--- src/rtl/program_loader_pkg.sv ---
// rtl/program_loader_pkg.sv - shared state encoding and default load address for the program loader
package program_loader_pkg;

  localparam logic [31:0] DEFAULT_BASE_ADDRESS = 32'h0040_0000;

  typedef enum logic [2:0] {
    ST_IDLE,
    ST_LEN_LO,
    ST_LEN_HI,
    ST_DATA,
    ST_WRITE,
    ST_DONE,
    ST_ERROR
  } state_t;

endpackage

--- src/rtl/byte_word_packer.sv ---
// rtl/byte_word_packer.sv - little-endian byte-to-word accumulator for the program loader
module byte_word_packer #(
  parameter int DATA_WIDTH = 32
) (
  input  logic                  clk,
  input  logic                  reset,
  input  logic                  clear,
  input  logic                  accept,
  input  logic [7:0]            byte_data,
  output logic                  last_byte,
  output logic [DATA_WIDTH-1:0] word_next
);

  localparam int LANES = DATA_WIDTH / 8;
  localparam int IDX_W = (LANES > 1) ? $clog2(LANES) : 1;

  logic [IDX_W-1:0]      byte_idx;
  logic [DATA_WIDTH-1:0] word_q;

  assign last_byte = (byte_idx == IDX_W'(LANES - 1));

  // Word as it will look once the presented byte lands in its lane.
  always_comb begin
    word_next = word_q;
    for (int i = 0; i < LANES; i++) begin
      if (byte_idx == IDX_W'(i)) begin
        word_next[i*8 +: 8] = byte_data;
      end
    end
  end

  always_ff @(posedge clk or negedge reset) begin
    if (!reset) begin
      byte_idx <= '0;
      word_q   <= '0;
    end else if (clear) begin
      byte_idx <= '0;
      word_q   <= '0;
    end else if (accept) begin
      byte_idx <= last_byte ? '0 : byte_idx + 1'b1;
      word_q   <= word_next;
    end
  end

endmodule

--- src/rtl/program_loader.sv ---
// rtl/program_loader.sv - streams a length-prefixed byte image into program memory while holding the core
module program_loader
  import program_loader_pkg::*;
#(
  parameter int          MEMORY_DEPTH = 32,
  parameter int          DATA_WIDTH   = 32,
  parameter logic [31:0] BASE_ADDRESS = DEFAULT_BASE_ADDRESS
) (
  input  logic                  clk,
  input  logic                  reset,
  input  logic                  Start_i,
  input  logic                  Byte_Valid_i,
  input  logic [7:0]            Byte_Data_i,
  output logic                  Byte_Ready_o,
  output logic                  Write_Enable_o,
  output logic [DATA_WIDTH-1:0] Write_Address_o,
  output logic [DATA_WIDTH-1:0] Write_Data_o,
  output logic                  CPU_Hold_o,
  output logic                  Done_o,
  output logic                  Error_o
);

  localparam int                    WIDX   = (MEMORY_DEPTH > 1) ? $clog2(MEMORY_DEPTH) : 1;
  localparam logic [15:0]           DEPTH  = 16'(MEMORY_DEPTH);
  localparam logic [DATA_WIDTH-1:0] BASE_W = DATA_WIDTH'(BASE_ADDRESS);

  state_t                state_q, state_d;
  logic [15:0]           count;
  logic [WIDX-1:0]       word_idx;
  logic                  accept;
  logic [15:0]           len_full;
  logic                  last_word;
  logic                  last_byte;
  logic [DATA_WIDTH-1:0] word_next;

  assign accept    = Byte_Valid_i && Byte_Ready_o;
  assign len_full  = {Byte_Data_i, count[7:0]};
  assign last_word = (16'(word_idx) == count - 16'd1);

  assign Byte_Ready_o   = (state_q == ST_LEN_LO) || (state_q == ST_LEN_HI) || (state_q == ST_DATA);
  assign Write_Enable_o = (state_q == ST_WRITE);
  assign CPU_Hold_o     = (state_q != ST_DONE);
  assign Done_o         = (state_q == ST_DONE);
  assign Error_o        = (state_q == ST_ERROR);

  byte_word_packer #(.DATA_WIDTH(DATA_WIDTH)) u_packer (
    .clk       (clk),
    .reset     (reset),
    .clear     (state_q == ST_LEN_HI && accept),
    .accept    (state_q == ST_DATA && accept),
    .byte_data (Byte_Data_i),
    .last_byte (last_byte),
    .word_next (word_next)
  );

  always_ff @(posedge clk or negedge reset) begin
    if (!reset) state_q <= ST_IDLE;
    else        state_q <= state_d;
  end

  always_comb begin
    state_d = state_q;
    case (state_q)
      ST_IDLE:   if (Start_i) state_d = ST_LEN_LO;
      ST_LEN_LO: if (accept) state_d = ST_LEN_HI;
      ST_LEN_HI: begin
        if (accept) begin
          if (len_full == 16'd0)    state_d = ST_DONE;
          else if (len_full > DEPTH) state_d = ST_ERROR;
          else                       state_d = ST_DATA;
        end
      end
      ST_DATA:   if (accept && last_byte) state_d = ST_WRITE;
      ST_WRITE:  state_d = last_word ? ST_DONE : ST_DATA;
      ST_DONE,
      ST_ERROR:  if (Start_i) state_d = ST_LEN_LO;
      default:   state_d = ST_IDLE;
    endcase
  end

  // Address and data are captured as the word completes so they are valid
  // throughout WRITE and then hold until the next word.
  always_ff @(posedge clk or negedge reset) begin
    if (!reset) begin
      count           <= '0;
      word_idx        <= '0;
      Write_Address_o <= '0;
      Write_Data_o    <= '0;
    end else begin
      case (state_q)
        ST_LEN_LO: if (accept) count[7:0] <= Byte_Data_i;
        ST_LEN_HI: begin
          if (accept) begin
            count[15:8] <= Byte_Data_i;
            word_idx    <= '0;
          end
        end
        ST_DATA: begin
          if (accept && last_byte) begin
            Write_Address_o <= BASE_W + (DATA_WIDTH'(word_idx) << 2);
            Write_Data_o    <= word_next;
          end
        end
        ST_WRITE:  if (!last_word) word_idx <= word_idx + 1'b1;
        default: ;
      endcase
    end
  end

endmodule

--- config.mk ---
export PLATFORM = sky130hd
export DESIGN_NAME = program_loader
export DESIGN_NICKNAME = d
export VERILOG_FILES = /design/src/rtl/program_loader_pkg.sv /design/src/rtl/byte_word_packer.sv /design/src/rtl/program_loader.sv
export SDC_FILE = /design/constraint.sdc
export NUM_CORES = 1
export LEC_CHECK = 0
export BUFFER_PORTS_ARGS = -buffer_cell sky130_fd_sc_hd__buf_2
export CAP_MARGIN = 20
export CORE_ASPECT_RATIO = 0.75
export CORE_MARGIN = 1
export CORE_UTILIZATION = 52
export CTS_BUF_LIST = sky130_fd_sc_hd__clkbuf_8
export CTS_CLUSTER_SIZE = 30
export DETAILED_ROUTE_END_ITERATION = 8
export PLACE_DENSITY = 0.8
export SYNTH_ARGS = -nofsm -noshare
export SYNTH_HDL_FRONTEND = slang
export SYNTH_SLANG_ARGS = --single-unit
export TNS_END_PERCENT = 100
--- constraint.sdc ---
create_clock -name clk -period 2.2 [get_ports clk]
set_input_delay 0.33 -clock clk [delete_from_list [all_inputs] [get_ports clk]]
set_output_delay 0.33 -clock clk [all_outputs]
set_load 0.01 [all_outputs]
==> results of run 1 <==
final timing paths:
kind	startpoint	to	slack, ns	cells past startpoint
hold / removal	Start_i	state_q[2]	0.32	3
setup / recovery	count[0]	word_idx[4]	-0.1	10
hold reg to reg	Write_Data_o[16]	Write_Data_o[16]	0.48	2
setup reg to reg	count[0]	word_idx[4]	-0.1	10
max in group asynchronous	reset	Write_Data_o[0]	1.05	3
min in group asynchronous	reset	Write_Data_o[7]	0.52	2
flip-flops by register name, summed over array words and instances, names as in the netlist:
signal,count
Write_Data_o,32
u_packer.word_q,24
count,16
Write_Address_o,6
word_idx,5
state_q,3
u_packer.byte_idx,2
through the flow:
stage,std cells,setup TNS (ns)
after CTS,636,-0.1368
after global placement,617,-0.1491
after floorplan,497,-0.4165
after detailed placement,617,-0.5492
after global routing,637,-0.9974
final,637,-0.2742
worst reg2reg max path, delay by kind of cell (launching register included):
kind                       cells  cell delay (ns)
adders and majority gates      1             0.14
and+or+nand+nor                4             0.98
buffers and inverters          3             0.39
DFF                            1             0.40
AOI/OAI and AO/OA              2             0.28
cells by family (layout without fill, tap and decap cells):
kind of cell,count (synthesis),count (layout)
other,1,26
adders and majority gates,6,6
DFF,88,88
and+or+nand+nor,191,191
xor gates and xnor gates,7,7
AOI/OAI and AO/OA,79,79
buffers and inverters,66,101
muxes,34,34
per-layer routing:
metal / part of all wire, % / GRT usage (%)
met1: 47 / 31.95
met5: 0 / 0
met3: 7.0 / 6.180
met4: 1.5 / 6.575
met2: 44 / 36.41
where the power goes:
part	leakage, nW	switching (mW)	internal (mW)
logic	1.19	1.34	1.12
registers	1.18	0.433	2.21
clock network	0.106	0.587	0.595
final cells by class:
| class | instances | share of cell area, % |
|---|---|---|
| clock buffers | 11 | 3.057 |
| clock inverters | 5 | 1.289 |
| inverters | 7 | 0.5306 |
| multi-input cells | 343 | 38.55 |
| flip-flops and latches | 88 | 44.47 |
| well taps | 105 | 2.653 |
| repair buffers | 78 | 9.449 |
synth_stat cells, drive strengths merged (2+ instances only):
cell / count
nand2: 141
inv: 7
mux2: 8
xor2: 3
or3: 2
nor3: 5
nand3: 4
a211o: 3
a21oi: 11
nand4: 4
buf: 33
nor2: 13
dfrtp: 88
mux2i: 26
or2: 4
o211ai: 3
nand2b: 3
o21ai: 47
o31ai: 6
nor2b: 3
xnor2: 4
ha: 6
clkbuf: 26
nor4: 4
and2: 4
a21boi: 2
repair_timing:
| item | CTS | global route |
|---|---|---|
| setup buffers | 2 | 1 |
| setup endpoints to repair | 7 | 7 |
| resized for setup | 2 | 0 |
| hold buffers | 1 | 0 |
| endpoints found under the hold margin | 45 | 0 |
| pin swaps | 6 | 4 |
==> impl_metrics.json, run 1 <==
{
  "design_area_mm2": 0.004952,
  "clock-sinks": 88,
  "synthToLayoutAreaGrowth_pct": 14.00,
  "setup_viol": 5,
  "clkSlewWorstSetupHoldPaths_ns": 0.09,
  "grt_pass1_vias": 3196,
  "gr-total-overflow": 0,
  "slew_violations": 0,
  "crit_required_ns": 2.44,
  "async_flop_share_pct": 100.0,
  "holdWs_ns": 0.3176,
  "synth-xor-area-share_pct": 1.411,
  "final_nets": 545,
  "final_common_cell": "nand2_1",
  "crit_family": "simple AND/OR/NAND/NOR gates",
  "fin_skew_ns": 0.01182,
  "hold_class": "in -> reg",
  "crit_fanout": 6,
  "clock_latency_ns": 0.36,
  "antenna_found_initial": 0,
  "num_antenna_cells": 0,
  "grt_pass1_wl_um": 15370,
  "seq_area_frac_synth_pct": 50.69,
  "drt_pass1_iterations": 5,
  "setup_ws_ns": -0.09678,
  "antenna_left": 0,
  "slowest_delay_ns": 0.50,
  "rows": 28,
  "synthMuxAreaShare_pct": 8.065,
  "critPathArrivalTime_ns": 2.54,
  "synth_top_family_by_area": "simple AND/OR/NAND/NOR gates",
  "layout_min_cycle_time_ns": 2.297,
  "fill_cells": 674,
  "synthCells": 472,
  "die_area_mm2": 0.008727,
  "ys_warn_count": 0,
  "multiInputGateArea_mm2": 0.001909,
  "fin_crit_sh_pct": 104.4,
  "drt-total-wl_um": 9509,
  "ys_ff_latch": 88,
  "crit_chain": "inv_2, ha_4, or4b_4, or3_1, nand4_1, buf_4, nor4_4, buf_4, o211ai_1, o31ai_1",
  "io_buffers": 54,
  "core_mm2": 0.007988,
  "clockRootBuffer": "clkbuf_8",
  "vdd_drop_max_uv": 545.7,
  "routabilityCongestion": 0.8764,
  "max-slew-margin-rel_pct": 60.81,
  "pwr_density_cell_mw_per_mm2": 1268,
  "drive_gt1_share_pct": 21.80,
  "max_cap_viol_count": 0,
  "synthAdderAreaFrac_pct": 1.728,
  "path_class": "reg -> reg",
  "place_area_mm2": 0.004697,
  "die_height_um": 81.16,
  "synth_edf_count": 0,
  "final_util_pct": 62.00,
  "worstSetupEndpointType": "flip-flop",
  "crit_top_cell": "buf_4",
  "fmax_mhz": 435.4,
  "final_hold_viol_count": 0,
  "synth_ff_type": "dfrtp_1",
  "initial_utilization_pct": 54.39,
  "tightest_slew_ns": 0.5879,
  "finalPower_mw": 6.277,
  "viasPerCell": 5.268,
  "register_area_mm2": 0.002202,
  "preCtsSetupSlack_ns": -0.1393,
  "ys_types": 47,
  "crit_buf_inv": 3,
  "cp-start-kind": "flip-flop",
  "worst_path_max_delay_cell": "or4b_4",
  "syn-cell-area_mm2": 0.004344,
  "ios": 81,
  "numCtsBuffers": 9,
  "mostFrequentLayoutCells": "141 x nand2_1, 88 x dfrtp_1, 53 x buf_2, 46 x o21ai_0",
  "cts_tree": "done",
  "p_leak_nw": 2.475,
  "dp_hpwl_um": 6630,
  "dieWidth_um": 107.5,
  "gr-usage-all-layers_pct": 23.24,
  "grt_max_degree": 63,
  "drt_iter0_markers": 298,
  "clockBufferDepth": 2,
  "wire_per_inst_um": 14.93,
  "synthSimpleGateAreaFrac_pct": 19.01,
  "avgSynthCellArea_um2": 9.204,
  "failed_checks": "negative setup slack",
  "status": "finished with violations",
  "num_vias": 3356,
  "synth.top_cell.area_share_pct": 50.69,
  "drc": 0,
  "synth_top_area_cell": "dfrtp_1",
  "htree_levels": 3,
  "rsz0062_at_grt": "true",
  "ys_top_cells_by_area": "dfrtp_1 51%, nand2_1 12%, mux2i_1 6.0%, o21ai_0 5.3%, buf_4 4.5%",
  "synth_compound_area_share_pct": 11.03
}
No activity file was read; power rests on OpenSTA's default activity.
==> run 2: changes to the inputs <==
- CAP_MARGIN: 20 -> 0
- CORE_UTILIZATION: 52 -> 53
- SYNTH_HIERARCHICAL: default -> 1
==> run 2 against run 1 <==
Against the previous run: global-route usage is 0.21 points higher; via count is 5.6% higher; area after synthesis is 21% higher; sequential share of layout area is 3.7 points lower; the run still ends with negative setup slack left; clock power hardly changed; fmax is 0.40% lower; utilization is 0.70 points lower.
==> impl_metrics.json, run 2 <==
{
  "status": "finished with violations",
  "failed_checks": "negative setup slack",
  "critPathArrivalTime_ns": 2.59,
  "setup_viol": 7,
  "ys_types": 55,
  "viasPerCell": 5.402,
  "grt_pass1_wl_um": 17970,
  "num_vias": 3544,
  "vdd_drop_max_uv": 592.2,
  "tns_ns": -0.5537,
  "routabilityCongestion": 0.8881,
  "holdWs_ns": 0.3157,
  "clock-sinks": 96,
  "synth_edf_count": 0,
  "worst_path_max_delay_cell": "or4b_4",
  "setup_ws_ns": -0.1060,
  "crit_chain": "inv_2, ha_4, or4b_4, nor4b_4, o21ai_2, a211oi_4, nand3_1, o21a_1, a21oi_1",
  "fmax_mhz": 433.7,
  "pwr_density_cell_mw_per_mm2": 1181,
  "drt_iter0_markers": 175,
  "hold_class": "in -> reg",
  "avgSynthCellArea_um2": 11.61,
  "gr-usage-all-layers_pct": 23.46,
  "ys_top_cells_by_area": "dfrtp_1 46%, mux2_2 16%, mux2i_1 6.7%, nand2b_1 5.1%, buf_4 4.2%",
  "die_height_um": 88.08,
  "gr-total-overflow": 0,
  "rsz0062_at_grt": "true",
  "synth_top_area_cell": "dfrtp_1",
  "register_area_mm2": 0.002402,
  "antenna_found_initial": 0,
  "synth_ff_type": "dfrtp_1",
  "synth.top_cell.area_share_pct": 45.88,
  "grt_pass1_vias": 3467,
  "num_antenna_cells": 0,
  "crit_required_ns": 2.49,
  "clockRootBuffer": "clkbuf_8",
  "synth_common_cells": "96 x dfrtp_1, 76 x mux2_2, 43 x nand2b_1",
  "rows": 31,
  "die_area_mm2": 0.01029,
  "drt-total-wl_um": 11130,
  "final_nets": 537,
  "async_flop_share_pct": 100.0,
  "cp-start-kind": "flip-flop",
  "core_mm2": 0.009619,
  "cts_tree": "done",
  "io_buffers": 54,
  "reg_top3": "Write_Data_o: 32 flops, u_packer/word_q: 32 flops, count: 16 flops",
  "drive_gt1_share_pct": 36.83,
  "drt_pass1_iterations": 4,
  "fin_crit_sh_pct": 104.8,
  "antenna_left": 0,
  "synthToLayoutAreaGrowth_pct": 12.62,
  "synth_most_common_cell": "dfrtp_1",
  "clkSlewWorstSetupHoldPaths_ns": 0.09,
  "dp_hpwl_um": 7916,
  "layout_min_cycle_time_ns": 2.306,
  "preCtsSetupSlack_ns": -0.1940,
  "ys_warn_count": 6,
  "worstSetupEndpointType": "flip-flop",
  "grt-busiest-layer": "met2",
  "fill_cells": 790,
  "place_area_mm2": 0.005649,
  "mostFrequentLayoutCells": "96 x dfrtp_1, 75 x mux2_2, 53 x buf_2, 43 x nand2b_1, 35 x mux2i_1",
  "fin_skew_ns": 0.01419,
  "numCtsBuffers": 9,
  "slowest_delay_ns": 0.49,
  "multiInputGateArea_mm2": 0.002582,
  "met1_usage_pct": 32.22,
  "path_class": "reg -> reg",
  "use_met3_pct": 6.021,
  "ios": 81,
  "slew_violations": 0,
  "dieWidth_um": 116.8,
  "final_hold_viol_count": 0,
  "htree_levels": 3,
  "grt_max_degree": 44,
  "met2_usage_pct": 37.55,
  "synthCells": 451,
  "drc": 0,
  "syn-cell-area_mm2": 0.005236,
  "tightest_slew_ns": 0.5077,
  "wire_per_inst_um": 16.97,
  "crit_fanout": 3,
  "final_common_cell": "dfrtp_1",
  "initial_utilization_pct": 54.44,
  "max-slew-margin-rel_pct": 66.16,
  "design_area_mm2": 0.005897,
  "max_cap_viol_count": 0,
  "seq_area_frac_synth_pct": 45.88,
  "clock_latency_ns": 0.37,
  "p_leak_nw": 3.006,
  "clockBufferDepth": 2,
  "ys_ff_latch": 96
}
-- run 2: cell type report --
| cell class | instances | area share, % |
|---|---|---|
| Clock buffer | 10 | 2.334 |
| Clock inverter | 6 | 1.146 |
| Inverter | 9 | 0.6153 |
| Multi-Input combinational cell | 320 | 43.79 |
| Sequential cell | 96 | 40.74 |
| Tap cell | 132 | 2.801 |
| Timing Repair Buffer | 83 | 8.572 |
-- run 2: timing repair --
action	CTS	global route
pin swaps	6	4
buffers inserted	1	1
hold buffers	1	0
resized for setup	3	2
setup endpoints to repair	7	7
endpoints found under the hold margin	35	0
-- run 2: kinds of logic (layout without fill, tap and decap cells) --
group	Yosys count	in the layout	synth area share (%)
AND/OR/NAND/NOR	119	119	13.43
multiplexers	118	118	24.54
flip-flops	96	96	45.88
buffers and inverters	60	108	7.288
AO/OA/AOI/OAI	40	40	5.520
XOR/XNOR	11	11	1.840
adder cells (fa/ha/maj)	6	6	1.434
other	1	26	0.07162
-- run 2: worst max-delay path, delay by kind of cell (launching register included) --
kind	cells	cell delay (ns)
buffers and inverters	1	0.09
and+or+nand+nor	3	0.88
adders and majority gates	1	0.13
AOI/OAI and AO/OA	4	0.71
DFF	1	0.41
-- run 2: stage by stage --
stage / util [%] / instances / power [mW]
2_1_floorplan: - / 476 / 4.926
3_3_place_gp: 58.73 / 637 / 5.607
3_5_place_dp: 58.73 / 637 / 5.726
4_1_cts: 61.11 / 655 / 6.965
5_1_grt: 61.30 / 656 / 7.434
6_report: 61.30 / 656 / 6.962
-- run 2: metal layers --
layer / part of all wire, % / wire [um] / up-vias
li1: - / - / 1659
met1: 48 / 5377 / 1787
met2: 47 / 5197 / 87
met3: 4.0 / 440 / 11
met4: 1.0 / 116 / 0
met5: 0 / 0 / -
-- run 2: worst paths after layout --
check	start	slack [ns]	to	depth (start not counted)
setup / recovery	count[1]	-0.11	state_q[2]	9
hold / removal	Byte_Data_i[1]	0.32	count[1]	3
setup reg to reg	count[1]	-0.11	state_q[2]	9
hold reg to reg	Write_Address_o[22]	0.48	Write_Address_o[22]	1
max in group asynchronous	reset	1.12	Write_Data_o[27]	3
min in group asynchronous	reset	0.46	count[9]	2
-- run 2: report_power, final --
group	internal, mW	switching [mW]	total, mW
clock network	0.561	0.631	1.19
registers	2.30	0.461	2.76
logic	1.51	1.50	3.01
total	4.37	2.60	6.96
